## config.mk

```make
export PLATFORM = sky130hd
export DESIGN_NAME = arm_dp_exec_core
export DESIGN_NICKNAME = d
export VERILOG_FILES = /design/src/rtl/arm_dp_exec_core.sv
export SDC_FILE = /design/constraint.sdc
export NUM_CORES = 1
export LEC_CHECK = 0
export CAP_MARGIN = 20
export CORE_AREA = 4 4 133 103
export CTS_CLUSTER_DIAMETER = 120
export CTS_CLUSTER_SIZE = 28
export DETAILED_ROUTE_END_ITERATION = 8
export DIE_AREA = 0 0 137 107
export PLACE_DENSITY = 0.89
export SETUP_SLACK_MARGIN = 0.3
export SYNTH_ARGS = -nofsm -noshare
export SYNTH_HDL_FRONTEND = slang
export SYNTH_SLANG_ARGS = --single-unit
```

## constraint.sdc

```tcl
create_clock -name CLK -period 17.6 [get_ports CLK]
set_input_delay 5.28 -clock CLK [delete_from_list [all_inputs] [get_ports CLK]]
set_output_delay 5.28 -clock CLK [all_outputs]
set_load 0.05 [all_outputs]
```

## src/rtl/arm_dp_exec_core.sv

```systemverilog
// Execution core for the phase-1 ARM datapath: ALU with extended micro-ops,
// condition-code tester and the microcoded control unit that drives the datapath.
module arm_dp_exec_core (
    input  logic        CLK,
    input  logic        RESET,
    input  logic [31:0] IR,
    input  logic        MOC,
    input  logic        LSM_DETECT,
    input  logic        LSM_END,
    input  logic [31:0] A,
    input  logic [31:0] B,
    input  logic [3:0]  FR_Q,
    output logic [33:0] CU_OUT,
    output logic [3:0]  STATE,
    output logic [31:0] ALU_OUT,
    output logic [3:0]  FLAGS,
    output logic        COND_OUT
);

    typedef enum logic [3:0] {
        S_RESET  = 4'd0,
        S_FETCH  = 4'd1,
        S_PCINC  = 4'd2,
        S_IRLOAD = 4'd3,
        S_DECODE = 4'd4,
        S_DPREG  = 4'd10,
        S_DPIMM  = 4'd11
    } state_t;

    state_t state_q, state_d;

    logic        flagC, flagZ, flagV, flagN;
    logic        isDataProc;
    logic [4:0]  aluOp;
    logic [31:0] addX, addY;
    logic        addCin;
    logic        isArith;
    logic [32:0] sumFull;
    logic        unusedBits;

    // Load/store-multiple hooks and register-field bits are not consumed here.
    assign unusedBits = ^{LSM_DETECT, LSM_END, IR[19:8], IR[6:5], IR[3:0]};

    assign flagC = FR_Q[3];
    assign flagZ = FR_Q[2];
    assign flagV = FR_Q[1];
    assign flagN = FR_Q[0];

    always_ff @(posedge CLK) begin
        if (RESET) begin
            state_q <= S_RESET;
        end else begin
            state_q <= state_d;
        end
    end

    assign STATE = state_q;

    always_comb begin
        COND_OUT = 1'b0;
        case (IR[31:28])
            4'd0:    COND_OUT = flagZ;
            4'd1:    COND_OUT = !flagZ;
            4'd2:    COND_OUT = flagC;
            4'd3:    COND_OUT = !flagC;
            4'd4:    COND_OUT = flagN;
            4'd5:    COND_OUT = !flagN;
            4'd6:    COND_OUT = flagV;
            4'd7:    COND_OUT = !flagV;
            4'd8:    COND_OUT = flagC && !flagZ;
            4'd9:    COND_OUT = !flagC || flagZ;
            4'd10:   COND_OUT = (flagN == flagV);
            4'd11:   COND_OUT = (flagN != flagV);
            4'd12:   COND_OUT = !flagZ && (flagN == flagV);
            4'd13:   COND_OUT = flagZ || (flagN != flagV);
            4'd14:   COND_OUT = 1'b1;
            default: COND_OUT = 1'b0;
        endcase
    end

    // Multiply-class encodings (register form with bits 7 and 4 set) are not data processing.
    assign isDataProc = (IR[27:26] == 2'b00) && !(!IR[25] && IR[7] && IR[4]);

    always_comb begin
        state_d = S_RESET;
        case (state_q)
            S_RESET:  state_d = S_FETCH;
            S_FETCH:  state_d = S_PCINC;
            S_PCINC:  state_d = S_IRLOAD;
            S_IRLOAD: state_d = MOC ? S_DECODE : S_IRLOAD;
            S_DECODE: begin
                if (COND_OUT && isDataProc) begin
                    state_d = IR[25] ? S_DPIMM : S_DPREG;
                end else begin
                    state_d = S_FETCH;
                end
            end
            S_DPREG,
            S_DPIMM:  state_d = S_FETCH;
            default:  state_d = S_RESET;
        endcase
    end

    always_comb begin
        CU_OUT = '0;
        case (state_q)
            S_FETCH: begin
                CU_OUT[30]    = 1'b1;
                CU_OUT[26:25] = 2'b01;
                CU_OUT[15:11] = 5'b10000;
            end
            S_PCINC: begin
                CU_OUT[32]    = 1'b1;
                CU_OUT[28]    = 1'b1;
                CU_OUT[27]    = 1'b1;
                CU_OUT[26:25] = 2'b01;
                CU_OUT[21:19] = 3'b001;
                CU_OUT[15:11] = 5'b10001;
            end
            S_IRLOAD: begin
                CU_OUT[31] = 1'b1;
                CU_OUT[28] = 1'b1;
                CU_OUT[27] = 1'b1;
            end
            S_DPREG,
            S_DPIMM: begin
                // Compare/test opcodes only update flags, never the destination register.
                CU_OUT[33]    = IR[20];
                CU_OUT[32]    = (IR[24:23] != 2'b10);
                CU_OUT[26:25] = 2'b00;
                CU_OUT[24:22] = 3'b001;
                CU_OUT[21:19] = 3'b011;
                CU_OUT[15:11] = {1'b0, IR[24:21]};
            end
            default: CU_OUT = '0;
        endcase
    end

    assign aluOp   = CU_OUT[15:11];
    assign sumFull = {1'b0, addX} + {1'b0, addY} + {32'b0, addCin};

    // Subtractions run through the adder as X + ~Y + carry so C becomes NOT borrow.
    always_comb begin
        addX    = B;
        addY    = A;
        addCin  = 1'b0;
        isArith = 1'b0;
        ALU_OUT = '0;
        case (aluOp)
            5'd0, 5'd8:  ALU_OUT = B & A;
            5'd1, 5'd9:  ALU_OUT = B ^ A;
            5'd2, 5'd10: begin
                isArith = 1'b1;
                addY    = ~A;
                addCin  = 1'b1;
                ALU_OUT = sumFull[31:0];
            end
            5'd3: begin
                isArith = 1'b1;
                addX    = A;
                addY    = ~B;
                addCin  = 1'b1;
                ALU_OUT = sumFull[31:0];
            end
            5'd4, 5'd11: begin
                isArith = 1'b1;
                ALU_OUT = sumFull[31:0];
            end
            5'd5: begin
                isArith = 1'b1;
                addCin  = flagC;
                ALU_OUT = sumFull[31:0];
            end
            5'd6: begin
                isArith = 1'b1;
                addY    = ~A;
                addCin  = flagC;
                ALU_OUT = sumFull[31:0];
            end
            5'd7: begin
                isArith = 1'b1;
                addX    = A;
                addY    = ~B;
                addCin  = flagC;
                ALU_OUT = sumFull[31:0];
            end
            5'd12:   ALU_OUT = B | A;
            5'd13:   ALU_OUT = A;
            5'd14:   ALU_OUT = B & ~A;
            5'd15:   ALU_OUT = ~A;
            5'd16:   ALU_OUT = B;
            5'd17:   ALU_OUT = B + 32'd4;
            5'd18:   ALU_OUT = A;
            5'd19:   ALU_OUT = A + B;
            default: ALU_OUT = '0;
        endcase
    end

    always_comb begin
        FLAGS[3] = isArith ? sumFull[32] : flagC;
        FLAGS[2] = (ALU_OUT == 32'd0);
        FLAGS[1] = isArith && (addX[31] == addY[31]) && (sumFull[31] != addX[31]);
        FLAGS[0] = ALU_OUT[31];
    end

endmodule

```

Yosys cells after proc, flatten, opt, wreduce, memory -nomap -nowiden. Cells that the tools add are included.

Register bits: 4. Bits of input ports: 105. Output and inout port bits: 75. Logic and storage cells: 108.

Add/sub/neg operators: 4. Equal/unequal tests: 44. Muxes and demuxes: 20. Bitwise logic cells: 6. Reductions and logical operators: 33.

Operators with widths (number): $pmux 32 s10 (1); $and 32x32->32 (2); $not 32->32 (2); $pmux 32 s2 (1); $eq 5x4->1 const B (8); $eq 4x4->1 const B (9); $add 32x32->33 (1); $add 33x1->33 (1); $add 32x3->32 const B (1); $add 32x32->32 (1); $logic_not 32->1 (1); $mux 32 (1); $or 32x32->32 (1); $xor 32x32->32 (1); $eq 4x3->1 const B (5); $eq 5x3->1 const B (4); $eq 5x5->1 const B (4); $pmux 4 s5 (1); $eq 4x2->1 const B (4); $pmux 1 s15 (1); $pmux 5 s3 (1); $reduce_or 2->1 (7); $reduce_or 3->1 (4); $eq 5x2->1 const B (2); 18 further kinds (43).

Depth between registers and ports, before layout.
Depth in word-level cells: 10. Mapped depth: 25. Gate-level depth less buffers: 21.

Worst setup path after synthesis. Ideal clock, no wire load.

Kind: input-to-output. From: in IR[22]. To: out FLAGS[2]. Arrival: 10.967 ns. Data required time: 12.320 ns. Setup slack: 1.353 ns. Stages: 19. Path buffers: 2. Cells stage by stage: clkbuf_1 > nand4b_1 > inv_1 > a21oi_1 > clkbuf_1 > nand2_1 > o221ai_1 > fa_1 > fa_1 > a211oi_1 > o21ai_1 > nor3_1 > o21bai_1 > nand4_1 > nand4b_1 > or4_1 > or4_1 > nor4_2 > and2_1.

Cells in the longest elaborated chain, start to end: 8. Elaborated cells on any way between the ends: 36. Classes of those cells: add/sub: 2; eq/ne: 19; mux: 5; reduce/logical: 10.

Ends and longest elaborated chain: from (decl) (line 6) `input logic [31:0] IR,`; $pmux 5 s3 * (line 106) `case (state_q)`; via CU_OUT[12] (line 13) `output logic [33:0] CU_OUT,`; $eq 5x3->1 (tied with other cells) (line 149) `case (aluOp)`; $reduce_or 3->1 (no line) / $reduce_or 2->1 (equally long branches); $pmux 32 s2 / $mux 32 (equally long branches) (line 149); $add 32x32->33 (line 140) `assign sumFull = {1'b0, addX} + {1'b0, addY} + {32'b0, addCin};`; $add 33x1->33 (line 140); $pmux 32 s10 * (line 149); via ALU_OUT[20] (line 15) `output logic [31:0] ALU_OUT,`; $logic_not 32->1 * (line 201) `FLAGS[2] = (ALU_OUT == 32'd0);`; to (decl) (line 16) `output logic [3:0] FLAGS,`.

Mark *: on every way through the listed nets, which the timed path passes. The rest lies on a longest branch.

Worst setup path in the final report.
From: in IR[23]. To: out ALU_OUT[31].

Cells in the longest elaborated chain, start to end: 7. Elaborated cells on any way between the ends: 35. Classes of those cells: add/sub: 2; eq/ne: 19; mux: 5; reduce/logical: 9.

Ends and longest elaborated chain (line): $pmux 5 s3 * (106); $eq 5x3->1 (tied with other cells) (149); $reduce_or 3->1 (no line) / $reduce_or 2->1 (equally long branches); $pmux 32 s2 / $mux 32 (equally long branches) (149); $add 32x32->33 (140); $add 33x1->33 (140); $pmux 32 s10 * (149); to (decl) (15).

Every way passes the cells marked *; elsewhere a longest branch is shown, timed or not.

==> impl_metrics.toml <==
[power_and_ir_drop]
vdd_drop_max_mv = 0.0518
p_int_w = 0.000144
p_seq_share_pct = 3.3
share_comb_of_total_power_pct = 86.2
p_sw_share_pct = 58.9
power_frac_clock_pct = 10.5
powerDensity_nw_per_um2 = 42.7
finalPower_w = 0.000351
switching_power_w = 0.000207
leakage_nw = 3.37

[yosys]
postSynthCellCount = 1102
syn_area_sq_um = 6790
synthFlopType = "dfxtp_1"
synth_cell_type_count = 87
ys_seq_elements = 4
synth_edf_count = 0
yosysWarningCount = 0
async_reset_ff_share_pct = 0
avgSynthCellArea_sq_um = 6.17
ys_seq_area_share_pct = 1.18

[route]
post-route-drc-count = 0
ant_nets = 0
drt_pass1_iterations = 6
wl_um = 28400
vias_per_cell = 6.98
vias = 9400
drt-initial-drc-count = 1737
wl_per_cell_um = 21.1

[timing]
tightest_slew_ps = 938
rsz0062_at_grt = "no"
finalSetupTns_ps = 0
drv_slew = 0
finalCritPeriodShare_pct = 96.1
period_needed_ps = 16910
finClkSkew_ps = 6.55
max_freq_ghz = 0.0591
hold_viol = 0
setup_viol = 0
relSlewSlack_pct = 37.0

[cts]
root_buffer = "clkbuf_16"
clk_pin_slew_ps = 40
cts_tree = "yes"
cts_buffers = 3
clkLatencyLatePin_ps = 230
clk_path_buf_depth = 2
htree_levels = 1
postCtsHoldBufs = 0
post_cts_buffers = 0
cts_sinks = 4
cts_resized = 0

[flow_run]
maxCapViolCount = 0

[hold_path]
hold_path.class = "flop to flop"

[floorplanning]
initial_core_util_pct = 55.4
die_h_um = 107
num_rows = 35
core_area_sq_um = 12300
io_pins = 180
dieArea_sq_um = 14700
dieWidth_um = 137

[grt]
grt-ovfl-total = 0
grt_usage_pct = 36.4
grt_max_degree = 60
grt_pass1_vias = 8317
antenna_found_initial = 0
grt_pass1_wl_um = 43400

[placed_design]
io_buffers = 140
dp_hpwl_um = 21400
routabilityCongestion = 1.02
place_area_sq_um = 8140

[layout]
design_area_sq_um = 8210
drive_above_1_share_pct = 4.58
nNetsFinal = 1353
diodes = 0
largest_register_ffs = 4
area_growth_pct = 20.9

[worst_setup_path]
crit_fanout = 28
crit_required_ps = 12320
crit_path_start_kind = "input port"
end_kind = "primary output"
path_class = "input port to primary output"
crit_arrival_ps = 11630

[run_status]
status = "finished clean"
==> placed cells by master, fill, tap and decap left out, types with 26 or more instances in the layout <==
cell type,count
clkdlybuf4s50_1,139
nand2_1,137
nor2_1,97
o21ai_0,89
a21oi_1,85
inv_1,75
ha_1,64
o221ai_1,33
nor3_1,28
nand4_1,26
==> cell families after synthesis <==
logic type / count (synthesis) / synth area share (%)
AO/OA/AOI/OAI: 396 / 38.8
XOR/XNOR: 28 / 3.61
adder cells (fa/ha/maj): 66 / 12.4
buffers and inverters: 180 / 11.9
flip-flops: 4 / 1.18
multiplexers: 7 / 1.05
other: 1 / 0.0552
AND/OR/NAND/NOR: 420 / 31.0
==> through the flow <==
step / hold slack (ps) / util (%) / std cells / worst slack (ps)
2_1_floorplan: 838 / - / 1120 / 1350
3_3_place_gp: 665 / 66.4 / 1343 / 1020
3_5_place_dp: 678 / 66.4 / 1343 / 912
4_1_cts: 684 / 67.0 / 1346 / 902
5_1_grt: 733 / 67.0 / 1346 / 513
6_report: 704 / 67.0 / 1346 / 687
==> cells in the mapped netlist (all sizes together) (13+ instances only) <==
cell type	number	area (sq um)
nand2	138	521
nor2	98	375
o21ai	92	460
a21oi	87	439
inv	76	285
ha	64	801
buf	53	330
clkbuf	51	191
o221ai	33	289
nor3	30	161
a211oi	26	205
nand3	26	140
nand4	26	163
o211ai	23	173
o22ai	21	131
nor4	19	146
xnor2	19	166
a221oi	18	158
a31oi	17	106
and2	13	81.3
==> worst max-delay path, cell delays in order <==
cell             delay (ps)
clkdlybuf4s50_1         760
nand2_1                 130
a21oi_2                 290
nor3_1                   70
a21oi_1                 150
nor2_1                   90
a21oi_4                 680
buf_4                   380
nand2_1                  80
o221ai_1                 80
ha_1                    320
nand4_1                 280
or3_1                   380
or3_1                   450
nand4_1                 180
nand4_1                 170
a31oi_1                 380
mux2i_1                 150
o211ai_1                410
clkdlybuf4s50_1         900
==> layer usage <==
metal / global-route usage (%) / vias up / wire length, um / part of all wire (%)
li1: - / 4259 / - / -
met1: 50.6 / 4220 / 10900 / 38
met2: 53.6 / 790 / 11700 / 41
met3: 8.16 / 131 / 4500 / 16
met4: 15.7 / 0 / 1310 / 4.6
met5: 0 / - / 0 / 0
==> power by group through the flow <==
| stage | logic [W] | clock network, W | registers (W) |
|---|---|---|---|
| floorplan | 0.000200 | 0 | 0.0000125 |
| global placement | 0.000290 | 0 | 0.0000114 |
| detailed placement | 0.000293 | 0 | 0.0000116 |
| CTS | 0.000295 | 0.0000369 | 0.0000114 |
| global route | 0.000321 | 0.0000376 | 0.0000117 |
| finish | 0.000303 | 0.0000370 | 0.0000115 |
==> layout make-up <==
| type | instances | area, sq um |
|---|---|---|
| inverter | 76 | 285 |
| fill | 1109 | 4050 |
| tap | 166 | 208 |
| multi-input combinational | 936 | 5990 |
| clock buffer | 3 | 75.1 |
| timing repair buffer | 161 | 1570 |
| sequential | 4 | 80.1 |
==> final timing paths <==
path / start / slack [ps] / cells past startpoint / end
worst max register to register: STATE[3]$_SDFF_PP0_ / 15610 / 4 / STATE[1]$_SDFF_PP0_
worst min-delay path: STATE[2]$_SDFF_PP0_ / 700 / 1 / STATE[0]$_SDFF_PP0_
worst min register to register: STATE[2]$_SDFF_PP0_ / 700 / 1 / STATE[0]$_SDFF_PP0_
worst max-delay path: IR[23] / 690 / 20 / ALU_OUT[31]
No activity file was read; power rests on OpenSTA's default activity.
